==> config.mk <==
export PLATFORM = sky130hd
export DESIGN_NAME = ps2_host_tx_flat
export DESIGN_NICKNAME = d
export VERILOG_FILES = /design/src/rtl/ps2_host_tx_pkg.sv /design/src/rtl/ps2_host_tx_if.sv /design/src/rtl/ps2_edge_sync.sv /design/src/rtl/ps2_host_tx.sv /design/src/flat_wrapper.sv
export SDC_FILE = /design/constraint.sdc
export NUM_CORES = 1
export LEC_CHECK = 0
export CORE_AREA = 2 2 101 127
export CTS_CLUSTER_SIZE = 20
export DETAILED_ROUTE_END_ITERATION = 12
export DIE_AREA = 0 0 103 129
export PLACE_DENSITY_LB_ADDON = 0.12
export SLEW_MARGIN = 30
export SYNTH_ARGS = -nofsm -noshare
export SYNTH_HDL_FRONTEND = slang
export SYNTH_SLANG_ARGS = --single-unit
==> constraint.sdc <==
create_clock -name Bus2IP_Clk -period 5.45 [get_ports Bus2IP_Clk]
set_input_delay 1.09 -clock Bus2IP_Clk [delete_from_list [all_inputs] [get_ports Bus2IP_Clk]]
set_output_delay 1.09 -clock Bus2IP_Clk [all_outputs]
set_load 0.005 [all_outputs]
==> src/rtl/ps2_host_tx_pkg.sv <==
// ps2_host_tx_pkg: shared PS/2 state encodings, default timing constants and parity helper
package ps2_host_tx_pkg;

    localparam int C_DEF_INHIBIT_CYCLES = 12000;
    localparam int C_DEF_TIMEOUT_CYCLES = 1500000;

    typedef enum logic [2:0] {
        IDLE, INHIBIT, START, DATA, PARITY, STOP, ACK, WAITIDLE
    } ps2_state_t;

    function automatic logic odd_parity(input logic [7:0] d);
        return ~^d;
    endfunction

endpackage

==> src/rtl/ps2_host_tx_if.sv <==
// ps2_host_tx_if: send handshake plus raw/open-drain PS/2 line signals
interface ps2_host_tx_if;

    logic [7:0] tx_data;
    logic       tx_valid;
    logic       tx_ready;
    logic       tx_busy;
    logic       tx_done;
    logic       tx_err;
    logic       ps2_clk;
    logic       ps2_data;
    logic       ps2_clk_oe;
    logic       ps2_data_oe;

    modport master (
        output tx_data, tx_valid, ps2_clk, ps2_data,
        input  tx_ready, tx_busy, tx_done, tx_err, ps2_clk_oe, ps2_data_oe
    );

    modport slave (
        input  tx_data, tx_valid, ps2_clk, ps2_data,
        output tx_ready, tx_busy, tx_done, tx_err, ps2_clk_oe, ps2_data_oe
    );

endinterface

==> src/rtl/ps2_edge_sync.sv <==
// ps2_edge_sync: 2-flop synchronizers for the PS/2 lines and falling-edge detect on the clock line
module ps2_edge_sync (
    input  logic Bus2IP_Clk,
    input  logic Bus2IP_Resetn,
    input  logic i_clk,
    input  logic i_data,
    output logic o_clk_sync,
    output logic o_data_sync,
    output logic o_clk_fall
);

    logic [2:0] r_clk_sh;
    logic [1:0] r_data_sh;

    // two sync stages per line plus one history flop on clk; idle bus level is 1
    always_ff @(posedge Bus2IP_Clk) begin
        if (!Bus2IP_Resetn) begin
            r_clk_sh  <= 3'b111;
            r_data_sh <= 2'b11;
        end else begin
            r_clk_sh  <= {r_clk_sh[1:0], i_clk};
            r_data_sh <= {r_data_sh[0], i_data};
        end
    end

    assign o_clk_sync  = r_clk_sh[1];
    assign o_data_sync = r_data_sh[1];
    assign o_clk_fall  = r_clk_sh[2] & ~r_clk_sh[1];

endmodule

==> src/rtl/ps2_host_tx.sv <==
// ps2_host_tx: PS/2 host-to-device command transmitter (inhibit, request-to-send, 11-bit frame, ACK)
module ps2_host_tx import ps2_host_tx_pkg::*; #(
    parameter int C_INHIBIT_CYCLES = C_DEF_INHIBIT_CYCLES,
    parameter int C_TIMEOUT_CYCLES = C_DEF_TIMEOUT_CYCLES
) (
    input logic           Bus2IP_Clk,
    input logic           Bus2IP_Resetn,
    ps2_host_tx_if.slave  bus
);

    localparam int IW = $clog2(C_INHIBIT_CYCLES + 1);
    localparam int TW = $clog2(C_TIMEOUT_CYCLES + 1);
    localparam logic [IW-1:0] INH_LAST = IW'(C_INHIBIT_CYCLES - 1);
    localparam logic [IW-1:0] INH_PRE  = IW'(C_INHIBIT_CYCLES - 2);
    localparam logic [TW-1:0] TMO      = TW'(C_TIMEOUT_CYCLES);

    ps2_state_t    r_state;
    logic          r_clk_oe;
    logic          r_data_oe;
    logic          r_done;
    logic          r_err;
    logic [7:0]    r_sh;
    logic          r_par;
    logic [2:0]    r_bit;
    logic [IW-1:0] r_icnt;
    logic [TW-1:0] r_tcnt;
    logic          w_clk_s;
    logic          w_data_s;
    logic          w_fall;
    logic          w_active;
    logic          w_tmo;

    ps2_edge_sync u_sync (
        .Bus2IP_Clk    (Bus2IP_Clk),
        .Bus2IP_Resetn (Bus2IP_Resetn),
        .i_clk         (bus.ps2_clk),
        .i_data        (bus.ps2_data),
        .o_clk_sync    (w_clk_s),
        .o_data_sync   (w_data_s),
        .o_clk_fall    (w_fall)
    );

    assign w_active = (r_state != IDLE) && (r_state != INHIBIT);
    assign w_tmo    = w_active && (r_tcnt == TMO) && !w_fall;

    // device-clock watchdog: held at 0 until START, restarted on every falling edge
    always_ff @(posedge Bus2IP_Clk) begin
        if (!Bus2IP_Resetn || w_fall || !w_active)
            r_tcnt <= '0;
        else if (r_tcnt != TMO)
            r_tcnt <= r_tcnt + 1'b1;
    end

    // transfer FSM with registered line enables and one-cycle done/err pulses
    always_ff @(posedge Bus2IP_Clk) begin
        if (!Bus2IP_Resetn) begin
            r_state   <= IDLE;
            r_clk_oe  <= 1'b0;
            r_data_oe <= 1'b0;
            r_done    <= 1'b0;
            r_err     <= 1'b0;
            r_sh      <= '0;
            r_par     <= 1'b0;
            r_bit     <= '0;
            r_icnt    <= '0;
        end else begin
            r_done <= 1'b0;
            r_err  <= 1'b0;
            if (w_tmo) begin
                r_clk_oe  <= 1'b0;
                r_data_oe <= 1'b0;
                r_err     <= 1'b1;
                r_state   <= IDLE;
            end else begin
                case (r_state)
                    IDLE: if (bus.tx_valid) begin
                        r_sh      <= bus.tx_data;
                        r_par     <= odd_parity(bus.tx_data);
                        r_icnt    <= '0;
                        r_clk_oe  <= 1'b1;
                        r_data_oe <= (C_INHIBIT_CYCLES == 1);
                        r_state   <= INHIBIT;
                    end
                    INHIBIT: begin
                        r_icnt <= r_icnt + 1'b1;
                        if (r_icnt == INH_PRE) r_data_oe <= 1'b1;
                        if (r_icnt == INH_LAST) begin
                            r_clk_oe  <= 1'b0;
                            r_data_oe <= 1'b1;
                            r_state   <= START;
                        end
                    end
                    START: if (w_fall) begin
                        r_data_oe <= ~r_sh[0];
                        r_sh      <= r_sh >> 1;
                        r_bit     <= '0;
                        r_state   <= DATA;
                    end
                    DATA: if (w_fall) begin
                        r_bit     <= r_bit + 1'b1;
                        r_data_oe <= (r_bit == 3'd7) ? ~r_par : ~r_sh[0];
                        r_sh      <= r_sh >> 1;
                        if (r_bit == 3'd7) r_state <= PARITY;
                    end
                    PARITY: if (w_fall) begin
                        r_data_oe <= 1'b0;
                        r_state   <= STOP;
                    end
                    STOP: if (w_fall) r_state <= ACK;
                    ACK: if (w_fall) begin
                        r_err   <= w_data_s;
                        r_state <= w_data_s ? IDLE : WAITIDLE;
                    end
                    WAITIDLE: if (w_clk_s && w_data_s) begin
                        r_done  <= 1'b1;
                        r_state <= IDLE;
                    end
                    default: r_state <= IDLE;
                endcase
            end
        end
    end

    assign bus.tx_ready    = (r_state == IDLE);
    assign bus.tx_busy     = (r_state != IDLE);
    assign bus.tx_done     = r_done;
    assign bus.tx_err      = r_err;
    assign bus.ps2_clk_oe  = r_clk_oe;
    assign bus.ps2_data_oe = r_data_oe;

endmodule
==> src/flat_wrapper.sv <==
// flat-port wrapper written by rule: the top's interface ports become plain ports
module ps2_host_tx_flat import ps2_host_tx_pkg::*;
#(
    parameter int C_INHIBIT_CYCLES = C_DEF_INHIBIT_CYCLES,
    parameter int C_TIMEOUT_CYCLES = C_DEF_TIMEOUT_CYCLES
)
  (Bus2IP_Clk, Bus2IP_Resetn, bus_tx_data, bus_tx_valid, bus_ps2_clk, bus_ps2_data, bus_tx_ready, bus_tx_busy, bus_tx_done, bus_tx_err, bus_ps2_clk_oe, bus_ps2_data_oe);
  ps2_host_tx_if bus_i ();
  input logic Bus2IP_Clk;
  input logic Bus2IP_Resetn;
  input wire logic [$bits(bus_i.tx_data)-1:0] bus_tx_data;
  input wire logic [$bits(bus_i.tx_valid)-1:0] bus_tx_valid;
  input wire logic [$bits(bus_i.ps2_clk)-1:0] bus_ps2_clk;
  input wire logic [$bits(bus_i.ps2_data)-1:0] bus_ps2_data;
  output wire logic [$bits(bus_i.tx_ready)-1:0] bus_tx_ready;
  output wire logic [$bits(bus_i.tx_busy)-1:0] bus_tx_busy;
  output wire logic [$bits(bus_i.tx_done)-1:0] bus_tx_done;
  output wire logic [$bits(bus_i.tx_err)-1:0] bus_tx_err;
  output wire logic [$bits(bus_i.ps2_clk_oe)-1:0] bus_ps2_clk_oe;
  output wire logic [$bits(bus_i.ps2_data_oe)-1:0] bus_ps2_data_oe;
  assign bus_i.tx_data = bus_tx_data;
  assign bus_i.tx_valid = bus_tx_valid;
  assign bus_i.ps2_clk = bus_ps2_clk;
  assign bus_i.ps2_data = bus_ps2_data;
  assign bus_tx_ready = bus_i.tx_ready;
  assign bus_tx_busy = bus_i.tx_busy;
  assign bus_tx_done = bus_i.tx_done;
  assign bus_tx_err = bus_i.tx_err;
  assign bus_ps2_clk_oe = bus_i.ps2_clk_oe;
  assign bus_ps2_data_oe = bus_i.ps2_data_oe;
  ps2_host_tx #(.C_INHIBIT_CYCLES(C_INHIBIT_CYCLES), .C_TIMEOUT_CYCLES(C_TIMEOUT_CYCLES)) u_core (.Bus2IP_Clk(Bus2IP_Clk), .Bus2IP_Resetn(Bus2IP_Resetn), .bus(bus_i));
endmodule
==> out/results.ini <==
[timing]
drv_slew = 0
rsz0062_at_grt = no
finalSetupViolations = 0
period_share_pct = 57.2
finalSetupTns_ps = 0
tightestPinTransition_ps = 913
hold_viol = 0
relSlewSlack_pct = 39.0
finClkSkew_ps = 6.46
fin_hold_ws_ps = 403
fmax_ghz = 0.321
period_needed_ps = 3120

[grt]
grt_antenna_before_repair = 0
grt_pass1_vias = 2472
grt_util_all_layers_pct = 11.6
grt_max_degree = 23
grt_overflow_total = 0
grt_first_pass_wirelength_um = 12100

[critical_path]
slowest_delay_ps = 610
crit_type = reg -> out
cp-start-kind = flip-flop
crit_path_top_delay_cell = dfxtp_1
path_cells = or2_1, nor2_1, inv_1, clkdlybuf4s50_1
cp_max_fo = 16
worstSetupStartpoint = u_core.r_state[2]
crit_path_end_kind = output pin
required_ps = 4360
cp.arrival_ps = 2030
rrSetupSlack_ps = 3080
reg2reg_from = u_core.r_state[0]

[cells_and_area]
fin_nets = 383
drive_above_1_share_pct = 6.79
final_cell_mix = dfxtp_1 (59), nor2_1 (33), a21oi_1 (28)
num-fill-cells = 1329
design_area_um2 = 3560
area_delta_synth_final_pct = 20.7
diodes = 0
layout_commonest_cell = dfxtp_1

[clock_tree]
cts_hold_repair.buffers = 0
cts_buffer_depth = 2
clock_latency_ps = 320
cts_setup_buffers = 0
numCtsBuffers = 9
cts_htree_levels = 3
cts_root_buffer = clkbuf_16
clock-sinks = 59
path_clk_slew_ps = 50
ctsResizeCount = 0
cts_tree = built

[synth]
synth_largest_area_cell = dfxtp_1
synthAdderAreaFrac_pct = 2.55
yosysUniqueCellTypes = 49
netlist_instances = 352
synth_compound_area_share_pct = 16.4
synth_area_um2 = 2950
synth_top_family_by_area = simple AND/OR/NAND/NOR gates
syn_nets = 371
yosys_most_used_dff = dfxtp_1
synth_xor_area_share_pct = 6.24
postSynthAreaPerCell_um2 = 8.38
ys_seq_area_share_pct = 40.1
synthTopCellsByArea = dfxtp_1 (40%), a21oi_1 (4.8%), nor2_1 (4.2%)
yosysWarnings = 0
yosys.area_share.simple_pct = 27.9
synth_top_area_share_pct = 40.1
ys_async_sr_fraction_pct = 0
synth-edff-count = 0
ys_seq_elements = 59
synth.area.mux_share_pct = 2.76

[place]
port_buffers = 18
dpl.hpwl_um = 4960
place_area_um2 = 3260
gp_congestion = 0.713

[routing]
first_iter_violations = 103
wl_per_cell_um = 13.3
drtPass1Iterations = 4
vias = 2554
ant_nets = 0
viasPerCell = 4.80
drc = 0
wirelength_um = 7060

[die]
start_util_pct = 24.5
die-width_um = 103
die_area_um2 = 13300
die_height_um = 129
ios = 19
core_um2 = 12000
rows = 45

[min_path]
min_from = u_core.u_sync.r_clk_sh[0]
hp-class = reg -> reg

[pwr]
power_density_nw_per_um2 = 302
leakage_nw = 1.12
max-vdd-ir-drop_v = 0.000112

[run]
cap_violations = 0

[run_status]
status = finished clean

[worst max-delay path: cells and delay by family (launching register included)]
kind / cells / cell delay (ps)
flip-flops: 1 / 610
AND/OR/NAND/NOR: 2 / 530
buffers and inverters: 2 / 570
[registers in the layout, indices dropped and copies added (netlist names)]
signal,cells
u_core.r_tcnt,21
u_core.r_icnt,14
u_core.r_sh,8
u_core.r_bit,3
u_core.r_state,3
u_core.u_sync.r_clk_sh,3
u_core.u_sync.r_data_sh,2
u_core.bus.ps2_clk_oe,1
u_core.bus.ps2_data_oe,1
u_core.bus.tx_done,1
u_core.bus.tx_err,1
u_core.r_par,1
[report_power, final]
group          total (mW)  leakage [nW]  switching, mW  internal [mW]
registers           0.452         0.479        0.00952          0.443
logic              0.0628         0.499         0.0309         0.0320
clock network       0.560         0.146          0.185          0.375
total                1.08          1.12          0.225          0.850
[synthesized netlist by cell type (3+ instances only)]
library cell  number
ha_1               6
nand2b_1           8
xor2_1             8
o31ai_1           10
inv_1             13
nand2_1           21
or3_1              8
dfxtp_1           59
a31oi_1            3
or2_2              3
and2_1             3
or4_1             12
nand3_1           24
mux2i_1            7
o21ai_0           17
nor3_1             9
xnor2_1           13
a211oi_1           8
nor4_1             5
clkbuf_1          14
a21oi_1           28
nor2_1            33
nand4_1            6
and4_1             3
[logic make-up after synthesis]
group	Yosys count
flip-flops	59
adder cells (fa/ha/maj)	6
buffers and inverters	30
AO/OA/AOI/OAI	78
multiplexers	8
AND/OR/NAND/NOR	150
XOR/XNOR	21
[through the flow]
stage	worst slack, ps	std cells	utilization [%]	total power, mW
floorplan	2970	352	-	0.498
global placement	2210	517	27.1	0.524
detailed placement	2160	517	27.1	0.525
CTS	2300	532	29.5	1.10
global route	2200	532	29.5	1.13
finish	2330	532	29.5	1.08
[cell type report]
type / count / area (um^2) / share of cell area, %
Multi-Input combinational cell: 263 / 1650 / 46.3
Sequential cell: 59 / 1180 / 33.2
Clock buffer: 13 / 260 / 7.31
Tap cell: 164 / 205 / 5.76
Timing Repair Buffer: 18 / 180 / 5.06
Inverter: 13 / 48.8 / 1.37
Clock inverter: 2 / 35.0 / 0.984
[final timing paths]
kind / endpoint / cells past startpoint
max reg2reg: u_core.r_icnt[13] / 4
min reg2reg: u_core.u_sync.r_clk_sh[1] / 1
min: u_core.u_sync.r_clk_sh[1] / 1
max: bus_tx_busy / 4
[metal layers]
layer  track usage (%)  wire length [um]  part of all wire [%]  vias up
li1                  -                 -                     -     1303
met3              2.72               198                   2.8       10
met4              4.64               117                   1.7        0
met5                 0                 0                     0        -
met2              18.6              3270                    46       28
met1              14.9              3480                    49     1213
Power figures use the tool's default switching activity.
